[config.mk]
export PLATFORM = sky130hd
export DESIGN_NAME = mf_gate_pipe
export DESIGN_NICKNAME = d
export VERILOG_FILES = /design/src/rtl/mf_pkg.sv /design/src/rtl/mf_result_fifo.sv /design/src/rtl/mf_gate_pipe.sv
export SDC_FILE = /design/constraint.sdc
export NUM_CORES = 1
export LEC_CHECK = 0
export CAP_MARGIN = 20
export CORE_UTILIZATION = 52
export CTS_CLUSTER_SIZE = 25
export DETAILED_ROUTE_END_ITERATION = 12
export HOLD_SLACK_MARGIN = 0.12
export PLACE_DENSITY_LB_ADDON = 0.12
export SLEW_MARGIN = 15
export SYNTH_ARGS = -nofsm -noshare
export SYNTH_HDL_FRONTEND = slang
export SYNTH_SLANG_ARGS = --single-unit
export TNS_END_PERCENT = 1
[constraint.sdc]
create_clock -name clk -period 4.4 [get_ports clk]
set_clock_uncertainty 0.2 [all_clocks]
set_input_delay 0.88 -clock clk [delete_from_list [all_inputs] [get_ports clk]]
set_output_delay 0.88 -clock clk [all_outputs]
set_load 0.02 [all_outputs]
[src/rtl/mf_pkg.sv]
// Shared opcode definitions and the bitwise evaluation function for mf_gate_pipe.
// mf_eval works at a fixed maximum width; callers truncate to their own width.
package mf_pkg;

    typedef enum logic [2:0] {
        OP_X     = 3'b000,
        OP_Y     = 3'b001,
        OP_Y_ALT = 3'b010,
        OP_NX    = 3'b011,
        OP_AND   = 3'b100,
        OP_OR    = 3'b101,
        OP_XOR   = 3'b110,
        OP_NAND  = 3'b111
    } mf_op_e;

    localparam int MF_MAX_W = 64;

    // Opcodes 000..011 keep the legacy single-bit gate truth table.
    function automatic logic [MF_MAX_W-1:0] mf_eval(
        input mf_op_e               op,
        input logic [MF_MAX_W-1:0]  x,
        input logic [MF_MAX_W-1:0]  y
    );
        logic [MF_MAX_W-1:0] r;
        r = x;
        case (op)
            OP_X:     r = x;
            OP_Y:     r = y;
            OP_Y_ALT: r = y;
            OP_NX:    r = ~x;
            OP_AND:   r = x & y;
            OP_OR:    r = x | y;
            OP_XOR:   r = x ^ y;
            OP_NAND:  r = ~(x & y);
            default:  r = x;
        endcase
        return r;
    endfunction

endpackage

[src/rtl/mf_result_fifo.sv]
// Single-clock result FIFO: control state is reset, storage is not.
// clr flushes everything, overriding any same-cycle push or pop.
module mf_result_fifo #(
    parameter int DW    = 10,
    parameter int DEPTH = 2
) (
    input  logic                     clk,
    input  logic                     rst_n,
    input  logic                     clr,
    input  logic                     push,
    input  logic                     pop,
    input  logic [DW-1:0]            wr_data,
    output logic [DW-1:0]            rd_data,
    output logic                     full,
    output logic                     empty,
    output logic [$clog2(DEPTH):0]   occupancy
);

    localparam int AW = $clog2(DEPTH);
    localparam logic [AW-1:0] PTR_ONE  = 1;
    localparam logic [AW:0]   OCC_ONE  = 1;
    localparam logic [AW:0]   OCC_FULL = (AW+1)'(DEPTH);

    logic [DW-1:0] mem [DEPTH];
    logic [AW-1:0] wr_ptr;
    logic [AW-1:0] rd_ptr;
    logic          do_push;
    logic          do_pop;

    assign full    = (occupancy == OCC_FULL);
    assign empty   = (occupancy == '0);
    assign do_push = push && !full && !clr;
    assign do_pop  = pop && !empty && !clr;
    assign rd_data = mem[rd_ptr];

    always_ff @(posedge clk) begin
        if (do_push) begin
            mem[wr_ptr] <= wr_data;
        end
    end

    always_ff @(posedge clk or negedge rst_n) begin
        if (!rst_n) begin
            wr_ptr    <= '0;
            rd_ptr    <= '0;
            occupancy <= '0;
        end else if (clr) begin
            wr_ptr    <= '0;
            rd_ptr    <= '0;
            occupancy <= '0;
        end else begin
            if (do_push) begin
                wr_ptr <= wr_ptr + PTR_ONE;
            end
            if (do_pop) begin
                rd_ptr <= rd_ptr + PTR_ONE;
            end
            case ({do_push, do_pop})
                2'b10:   occupancy <= occupancy + OCC_ONE;
                2'b01:   occupancy <= occupancy - OCC_ONE;
                default: occupancy <= occupancy;
            endcase
        end
    end

endmodule

[src/rtl/mf_gate_pipe.sv]
// Pipelined multifunction gate: bitwise op on accept, result plus zero/parity
// flags queued in a result FIFO, and a saturating accepted-transaction counter.
module mf_gate_pipe
    import mf_pkg::*;
#(
    parameter int WIDTH = 8,
    parameter int DEPTH = 2,
    parameter int CNT_W = 16
) (
    input  logic              clk,
    input  logic              rst_n,
    input  logic              clr,
    input  logic              in_valid,
    output logic              in_ready,
    input  logic [WIDTH-1:0]  x,
    input  logic [WIDTH-1:0]  y,
    input  logic [2:0]        op,
    output logic              out_valid,
    input  logic              out_ready,
    output logic [WIDTH-1:0]  f,
    output logic              f_zero,
    output logic              f_par,
    output logic [CNT_W-1:0]  count
);

    localparam int EW = WIDTH + 2;
    localparam int AW = $clog2(DEPTH);
    localparam logic [CNT_W-1:0] CNT_MAX = '1;
    localparam logic [CNT_W-1:0] CNT_ONE = 1;

    logic [MF_MAX_W-1:0] eval_wide;
    logic [WIDTH-1:0]    res;
    logic [EW-1:0]       wr_data;
    logic [EW-1:0]       rd_data;
    logic                full;
    logic                empty;
    logic [AW:0]         occupancy;
    logic                accept;
    logic                pop;

    assign eval_wide = mf_eval(mf_op_e'(op), MF_MAX_W'(x), MF_MAX_W'(y));
    assign res       = eval_wide[WIDTH-1:0];
    assign wr_data   = {^res, ~|res, res};

    // in_ready depends only on stored occupancy, reset and clr, never on out_ready.
    assign in_ready  = rst_n && !clr && !full;
    assign accept    = in_valid && in_ready;
    assign out_valid = (occupancy != '0);
    assign pop       = out_ready && !empty;

    mf_result_fifo #(
        .DW    (EW),
        .DEPTH (DEPTH)
    ) u_fifo (
        .clk       (clk),
        .rst_n     (rst_n),
        .clr       (clr),
        .push      (accept),
        .pop       (pop),
        .wr_data   (wr_data),
        .rd_data   (rd_data),
        .full      (full),
        .empty     (empty),
        .occupancy (occupancy)
    );

    assign f      = rd_data[WIDTH-1:0];
    assign f_zero = rd_data[WIDTH];
    assign f_par  = rd_data[WIDTH+1];

    always_ff @(posedge clk or negedge rst_n) begin
        if (!rst_n) begin
            count <= '0;
        end else if (accept && (count != CNT_MAX)) begin
            count <= count + CNT_ONE;
        end
    end

endmodule

* Word-level counts from Yosys, hierarchy flattened *
Memory sizes are Yosys's and may differ from the RTL's.
Cells that the tools add are included.
W data, S select, Z words.

storage, ports and cells
  memory bits (writable) = 20
  bits of input ports = 24
  memories = 1
  register bits after elaboration = 20

memories
  name        words  bits a word  rd ports  clocked after memory_dff  write ports  RTL line              text
  u_fifo.mem  2      10           1         0                         1            mf_result_fifo.sv:24  logic [DW-1:0] mem [DEPTH];

operators by class
  equal/unequal tests = 11
  reductions and logical operators = 22
  mux-type cells = 9
  bitwise logic cells = 5
  add/subtract/negate cells = 5

operators with widths
  operator                 number
  $pmux W8 S7              1
  $add A16 B1 Y16 const B  1
  $ne A16 B16 Y1 const B   1
  $not A8 Y8               2
  $eq A3 B3 Y1 const B     4
  $logic_and A1 B1 Y1      9
  $and A8 B8 Y8            1
  $or A8 B8 Y8             1
  $reduce_or A8 Y1         1
  $reduce_xor A8 Y1        1
  $xor A8 B8 Y8            1
  $eq A3 B2 Y1 const B     2
  $mux W1                  6
  $reduce_bool A2 Y1       3
  $eq A2 B2 Y1 const B     2
  $logic_not A1 Y1         4
  $pmux W2 S2              1
  $eq A3 B1 Y1 const B     1
  $logic_not A3 Y1         1
  $reduce_bool A3 Y1       1
  $add A1 B1 Y1 const B    2
  $add A2 B1 Y2 const B    1
  $eq A2 B1 Y1 const B     1
  $logic_not A2 Y1         1
  other kinds (3)          3

* Logic depth before layout (Yosys ltp) *
Gate-level depths: netlist of run 1.

  depth after elaboration = 9
  depth in mapped cells = 10
  mapped depth without buffers = 10

* By module *
From an unflattened synthesis of run 1, not the netlist that was laid out.

second synthesis, totals
  cell total of the unflattened synthesis = 273
  area total of the unflattened synthesis = 2785.2 µm²

by module, submodules not included
  module          cells an instance  instances  area an instance (µm²)  sequential area each (µm²)
  mf_gate_pipe    216                1          1834.3                  400.4
  mf_result_fifo  57                 1          950.9                   700.7

* Worst setup path before layout of run 1 *
No wires, ideal clock.

  kind = input-to-reg
  start point = input y[0]
  end point = memory u_fifo.mem[0][9], data pin
  stages = 10
  setup slack = 1.507 ns
  arrival = 2.429 ns
  path through = inv_1 -> ha_1 -> mux2i_1 -> a32oi_1 -> o21ai_1 -> a21oi_1 -> or3_1 -> ha_1 -> xor2_1 -> xnor2_1

between the ends
  longest elaborated chain between the ends = 4

ends and longest elaborated chain
  item                   RTL line                    text
  start, declared        mf_gate_pipe.sv:16          input logic [WIDTH-1:0] y,
  $and A8 B8 Y8          mf_pkg.sv:31, mf_pkg.sv:34
  $not A8 Y8             mf_pkg.sv:34                OP_NAND: r = ~(x & y);
  $pmux W8 S7 *          mf_pkg.sv:26                case (op)
  $reduce_xor A8 Y1 *    mf_gate_pipe.sv:43          assign wr_data = {^res, ~|res, res};
  net u_fifo.wr_data[9]  mf_result_fifo.sv:12        input logic [DW-1:0] wr_data,
  end, declared          mf_result_fifo.sv:24

Mark *: on every way through the listed nets, which the timed path passes. The rest lies on a longest branch.

* Worst setup path in the final report of run 1 *
  start point = input op[0]
  end point = memory u_fifo.mem[0][9], data pin

between the ends
  longest elaborated chain between the ends = 4

ends and longest elaborated chain
  item                                                 RTL line              text
  start, declared                                      mf_gate_pipe.sv:17    input logic [2:0] op,
  $eq A3 B2 Y1 / $eq A3 B1 Y1 (equally long branches)  mf_pkg.sv:26
  $reduce_or A2 Y1 (no source line)                    n/a
  $pmux W8 S7 *                                        mf_pkg.sv:26
  $reduce_xor A8 Y1 *                                  mf_gate_pipe.sv:43
  net u_fifo.wr_data[9]                                mf_result_fifo.sv:12

Marked as above.

==> key figures, run 1 <==
Global routing
  • Global-route wire length before repair: approximately 8.5 mm
  • Largest net degree at the start of global routing: 22
  • Initial antenna violation count: 0
  • Total global-route track usage: between 20% and 30%
  • Grt ovf: 0
  • Vias in the first global route: about 1800

Detailed routing
  • Final ANT Viol Nets: 0
  • Detailed Route WL: approximately 5.2 mm
  • Via density: 5.36
  • Met2 wire len: between 2 and 2.5 mm
  • DRC: 0
  • Via count: 2033
  • WL met1: roughly 2.6 mm
  • Initial DRC count: 97
  • DR top layer: met4
  • Wirelength per Cell: approximately 14 um
  • Drt first pass iters: 4
  • Met3 wire length: roughly 210 um

Power and ir drop
  • Pwr per Cell Area: between 300 and 400 mW/mm^2
  • Leak pwr: around 1.4 nW
  • Worst vdd ir: ~0.00016 V

Final layout
  • Area Growth Syn to Fin: 26.0%
  • Commonest non-fill, non-tap cell in the layout: clkdlybuf4s50_1
  • # fillers: roughly 410
  • Multi-input combinational cell area: roughly 0.0014 mm^2
  • Finished Cell Area: about 0.0033 mm^2
  • Most frequent cells in the layout: 51 x clkdlybuf4s50_1, 21 x ha_1, 20 x dfrtp_1, 20 x edfxtp_1, 19 x inv_1
  • Layout cells sized above 1: a little over a tenth
  • Antenna Cells: 0
  • # nets final: about 360
  • Register Area: 0.00110 mm^2

Synthesis
  • Distinct cells, synth: 47
  • Seq/Total Area, Yosys: roughly two fifths
  • Synthesized area per cell: roughly 10 um^2
  • Post-Syn Area: 0.00266 mm^2
  • Synthesized flop and latch total: 40
  • Post-Syn Instances: approximately 260
  • Post-synth net total: between 300 and 400
  • Synth Warn #: 0

Critical path
  • WP buf/inv: 1
  • Critical Path, Cell by Cell: clkdlybuf4s50_1 > nor2_1 > a32oi_1 > o21ai_1 > a21oi_1 > or3_1 > ha_1 > xor2_1 > xnor2_1
  • Worst path top cell family by delay: simple AND/OR/NAND/NOR gates
  • CP max FO: 15
  • CP startpoint kind: input pin
  • Max stage delay on crit path: slightly below 0.7 ns
  • R2R depth: 6
  • CP max-delay cell: clkdlybuf4s50_1
  • Worst Path Arrival: 3.39 ns
  • Crit end category: register
  • Setup CP Type: input pin to register
  • Critical R2R Launch: count[0]
  • R2r setup slk: 2.26 ns
  • Crit Reg-Reg Endpoint: count[15]
  • WP data required: 4.23 ns

Clock tree
  • Root Buffer: clkbuf_8
  • TritonCTS clock tree: built
  • Post_cts resized: 0
  • Longest Clk Path Bufs: 2
  • H-tree Lvls: 2
  • CTS buffer count: 5
  • Clk slew on worst S/H paths: about 0.080 ns
  • Clock Sinks: 40
  • Worst-skew pair later-pin latency: 0.28 ns
  • Hold Buf Count CTS: 0
  • Setup Buffers After CTS: 0

Timing
  • Clock period minus final worst setup slack: around 3.6 ns
  • Max Clock Freq: between 0.2 and 0.3 GHz
  • Fin Hold WS: about 0.29 ns
  • Final number of hold-violating endpoints: 0
  • Fin crit share: 81.0%
  • Final setup violation count: 0
  • Setup TNS: 0 ns
  • Fin. max-slew vios: 0
  • Max_slew headroom: between 50% and 60%
  • Final setup margin: about 0.83 ns
  • Least-Margin Pin Slew: ~0.65 ns
  • RSZ-0062 raised after global routing: no

Placement
  • IO Port Bufs: 51
  • DP Area: between 0.003 and 0.004 mm^2
  • DP Wirelength: slightly above 4 mm
  • Place WS: 0.600 ns
  • RD Place Congestion: 0.877

Status
  • Status: completed

Hold path
  • Min-Delay Endpoint: count[7]
  • Hold crit path type: register to register
  • Hold_sp: count[7]
  • Hold path cells: 1

Floorplanning
  • Num rows: 25
  • Starting density of the core: 55.1%
  • Core Area: ~0.0048 mm^2
  • Ports: between 50 and 60
  • Chip Height: around 73 um
  • Die ar.: approximately 0.0054 mm^2
  • Die width: 73.5 um

Job
  • Max Cap Viol: 0
==> final cells by class <==
cell class                 instances  area share [%]
tap                               67            2.50
clock inverter                     2            1.05
clock buffer                       6            2.17
sequential                        40            32.9
multi-input combinational        188            42.8
inverter                          20            2.24
timing repair buffer              56            16.4
==> worst reg2reg max path: cells and delay by family (launching register included) <==
family	cells	cell delay (ns)
AND/OR/NAND/NOR	4	1.04
adder cells (fa/ha/maj)	1	0.26
flip-flops	1	0.41
XOR/XNOR	1	0.14
==> sequential cells by signal, summed over array words and instances, names as in the netlist <==
register          flops
count                16
u_fifo.mem           20
u_fifo.occupancy      2
u_fifo.rd_ptr         1
u_fifo.wr_ptr         1
==> layer usage <==
metal / vias to the layer above / track usage [%]
li1: 1044 / -
met1: 939 / 30.4
met2: 48 / 31.4
met3: 2 / 3.29
met4: 0 / 5.13
met5: - / 0
==> cell usage after synthesis, drive strengths merged <==
master / count / share of area (%)
nor3: 5 / 1.1
a211oi: 1 / 0.28
mux2: 14 / 5.9
nand3b: 1 / 0.28
dfrtp: 20 / 19
xor2: 5 / 1.6
a21oi: 12 / 2.3
nor2b: 2 / 0.47
or3: 2 / 0.47
nand3: 4 / 0.75
a32oi: 1 / 0.33
o22ai: 4 / 0.94
nor3b: 3 / 0.85
and4: 1 / 0.33
or2: 1 / 0.24
o211ai: 7 / 2.0
o21bai: 1 / 0.28
nor4: 1 / 0.80
a31oi: 3 / 1.3
o21a: 1 / 0.28
and3: 6 / 1.4
o31a: 1 / 0.33
xnor2: 15 / 4.9
nand2: 17 / 2.4
o21ai: 19 / 3.6
buf: 5 / 1.1
clkbuf: 5 / 0.71
and2: 3 / 0.71
edfxtp: 20 / 23
ha: 21 / 9.9
inv: 20 / 2.8
nor2: 13 / 1.8
nand4: 5 / 1.2
o221a: 3 / 1.3
o311ai: 1 / 0.33
and4bb: 1 / 0.47
a221o: 1 / 0.38
o31ai: 3 / 0.85
maj3: 4 / 1.5
mux2i: 6 / 2.3
==> stage by stage <==
stage          instances  util, %  total power [mW]
2_1_floorplan        258        -             0.639
3_3_place_gp         371     67.2             0.753
3_5_place_dp         371     67.2             0.765
4_1_cts              379     69.5              1.05
5_1_grt              379     69.5              1.10
6_report             379     69.5              1.04
==> cells by family (layout without fill, tap and decap cells) <==
| group | count (synthesis) | after routing | share of synthesized area (%) |
|---|---|---|---|
| fa+ha+maj | 25 | 25 | 11.4 |
| flops | 40 | 40 | 41.5 |
| compound gates | 58 | 58 | 14.4 |
| xor+xnor | 20 | 20 | 6.59 |
| mux | 20 | 20 | 8.20 |
| buf+inv | 30 | 84 | 4.66 |
| simple gates | 65 | 65 | 13.3 |
==> power by group <==
| part | leakage [nW] | switching [mW] | total, mW | internal (mW) |
|---|---|---|---|---|
| Sequential | 0.444 | 0.0306 | 0.463 | 0.432 |
| Combinational | 0.877 | 0.149 | 0.295 | 0.146 |
| Clock | 0.0552 | 0.118 | 0.286 | 0.168 |
| Total | 1.38 | 0.298 | 1.04 | 0.746 |
==> worst max path at each step <==
| stage | depth (start not counted) | end | from | slack [ns] |
|---|---|---|---|---|
| after floorplan | 10 | u_fifo.mem[0][9] | y[0] | 1.51 |
| after global placement | 9 | u_fifo.mem[0][9] | op[0] | 0.66 |
| after detailed placement | 9 | u_fifo.mem[0][9] | op[0] | 0.60 |
| after CTS | 9 | u_fifo.mem[0][9] | op[0] | 0.88 |
| after global routing | 9 | u_fifo.mem[0][9] | op[1] | 0.63 |
| final | 9 | u_fifo.mem[0][9] | op[0] | 0.83 |
(Power assumes the default switching activity.)
==> run 2, diff against run 1 <==
clock period = 3.3 ns   (was 4.4 ns; I/O delays follow)
==> run 2 against run 1 <==
Utilization is 1.9 points higher; flip-flop and latch count stayed put; sequential share of layout area is 0.87 points lower; wire length is 3.4% lower.
==> key figures, run 2 (synthesis results as in run 1) <==
Placement
  • RD Place Congestion: ~0.87
  • IO Port Bufs: ~50
  • DP Wirelength: 3.89 mm
  • DP Area: approximately 0.0033 mm^2

Power and ir drop
  • Pint: roughly 1 mW
  • Sw Pwr: between 400 and 500 uW
  • Pwr per Cell Area: about 400 mW/mm^2
  • Worst vdd ir: between 0.0002 and 0.00025 V
  • Sw Ratio: 28.7%
  • Combinational fraction of design power: 28.5%
  • Clock group share of total power: between 20% and 30%
  • Leak pwr: between 1 and 1.5 nW
  • Register share of total power: a little over two fifths
  • Total power: 1.41 mW

Timing
  • Least-Margin Pin Slew: ~0.53 ns
  • Clock period minus final worst setup slack: 3.03 ns
  • Final setup violation count: 0
  • Max Clock Freq: between 0.3 and 0.4 GHz
  • Fin. max-slew vios: 0
  • RSZ-0062 raised after global routing: no
  • Fin crit share: 91.9%
  • Final number of hold-violating endpoints: 0
  • Max_slew headroom: 64.6%
  • Fin Hold WS: 0.292 ns

Critical path
  • Worst Path Arrival: about 2.9 ns
  • R2R depth: 4
  • Worst path top cell family by delay: buffers and inverters
  • CP max-delay cell: clkdlybuf4s50_1
  • CP startpoint kind: input pin
  • Setup CP Type: input pin to register
  • Crit Reg-Reg Endpoint: count[1]
  • WP buf/inv: 2
  • Max stage delay on crit path: between 0.4 and 0.5 ns
  • Most frequent CP cell: ha_1
  • CP max FO: 2
  • Crit end category: register
  • WP data required: 3.13 ns
  • R2r setup slk: 1.17 ns
  • Critical Path, Cell by Cell: clkdlybuf4s50_1 > inv_1 > ha_1 > mux2i_1 > a32oi_1 > o21ai_1 > a21oi_1 > or3_1 > ha_1 > xor2_1 > xnor2_1
  • Critical R2R Launch: u_fifo.occupancy[1]

Global routing
  • Met2 Usage GRT: 32.6%
  • M1 GR Usage: around 29%
  • Initial antenna violation count: 0
  • Grt ovf: 0
  • Met3 usage: under 10%
  • Vias in the first global route: 1908
  • Largest net degree at the start of global routing: 23
  • Total global-route track usage: between 20% and 30%
  • Gr busiest metal: met2
  • Global-route wire length before repair: 8.58 mm

Clock tree
  • Clock Sinks: 40
  • TritonCTS clock tree: built
  • Hold Buf Count CTS: 0
  • H-tree Lvls: 2
  • Worst-skew pair later-pin latency: 0.29 ns
  • Setup Buffers After CTS: 0
  • Clk slew on worst S/H paths: 0.07 ns
  • CTS buffer count: 5
  • Post_cts resized: 0
  • Root Buffer: clkbuf_8
  • Longest Clk Path Bufs: 2

Hold path
  • Hold_sp: count[15]
  • Min-Delay Endpoint: count[15]
  • Hold crit path type: register to register
  • Hold path cells: 1

Final layout
  • # fillers: just under 400
  • Area Growth Syn to Fin: 29.4%
  • Antenna Cells: 0
  • Commonest non-fill, non-tap cell in the layout: clkdlybuf4s50_1
  • Number of flip-flops in the largest register: 20
  • Biggest register: u_fifo.mem
  • Finished Cell Area: between 0.003 and 0.004 mm^2
  • Final Util: between 70% and 80%
  • Biggest regs: u_fifo.mem x20, count x16, u_fifo.occupancy x2
  • Most frequent cells in the layout: 51 x clkdlybuf4s50_1, 21 x ha_1, 20 x dfrtp_1, 20 x edfxtp_1, 19 x inv_1
  • Layout cells sized above 1: 13.7%
  • # nets final: around 370

Floorplanning
  • Die width: about 73 um
  • Starting density of the core: around 55%
  • Num rows: 25
  • Die ar.: between 0.005 and 0.006 mm^2
  • Chip Height: 73.5 um
  • Core Area: between 0.004 and 0.005 mm^2
  • Ports: 52

Detailed routing
  • Drt first pass iters: 4
  • Via density: roughly 5.4
  • Initial DRC count: 76
  • Final ANT Viol Nets: 0
  • Wirelength per Cell: around 13 um
  • DRC: 0
  • Detailed Route WL: 5.06 mm
  • Via count: roughly 2100

Job
  • Max Cap Viol: 0

Status
  • Status: completed
run 2: changes by cell type in the layout (fill, tap and decap cells not counted), sizes merged:
cell and change:
clkinvlp +1, buf +10, clkbuf -1
run 2: routing by layer:
metal	share of wire [%]	vias up
met5	0	-
met4	0.47	0
met3	3.3	2
met2	45	53
met1	51	974
li1	-	1064
run 2: final cells by class:
cell class / count / area, um^2 / area share, %
multi-input combinational: 188 / 1430 / 41.6
sequential: 40 / 1100 / 32.0
timing repair buffer: 66 / 636 / 18.5
tap: 67 / 83.8 / 2.44
inverter: 20 / 75.1 / 2.18
clock buffer: 5 / 68.8 / 2.00
clock inverter: 3 / 42.5 / 1.24
run 2: worst max-delay path by stage:
| stage | from | to | slack, ns | cells past startpoint |
|---|---|---|---|---|
| 2_1_floorplan | y[0] | u_fifo.mem[0][9] | 0.63 | 10 |
| 3_3_place_gp | op[1] | u_fifo.mem[0][9] | 0.02 | 10 |
| 3_5_place_dp | y[0] | u_fifo.mem[0][9] | -0.03 | 11 |
| 4_1_cts | y[0] | u_fifo.mem[1][9] | 0.27 | 11 |
| 5_1_grt | op[0] | u_fifo.mem[1][9] | 0.08 | 10 |
| 6_report | y[0] | u_fifo.mem[1][9] | 0.27 | 11 |
run 2: through the flow:
step                      setup TNS (ns)  setup slack (ns)  instances
after detailed placement         -0.0501           -0.0250        381
after global placement                 0            0.0242        381
after global routing                   0            0.0763        389
after CTS                              0             0.274        389
after floorplan                        0             0.627        258
final                                  0             0.268        389
run 2: power groups by stage:
| stage | Combinational (mW) | Clock (mW) | Sequential [mW] |
|---|---|---|---|
| after floorplan | 0.199 | 0 | 0.653 |
| after CTS | 0.402 | 0.396 | 0.614 |
| final | 0.400 | 0.390 | 0.615 |
| after detailed placement | 0.401 | 0 | 0.625 |
| after global placement | 0.392 | 0 | 0.624 |
| after global routing | 0.442 | 0.418 | 0.621 |
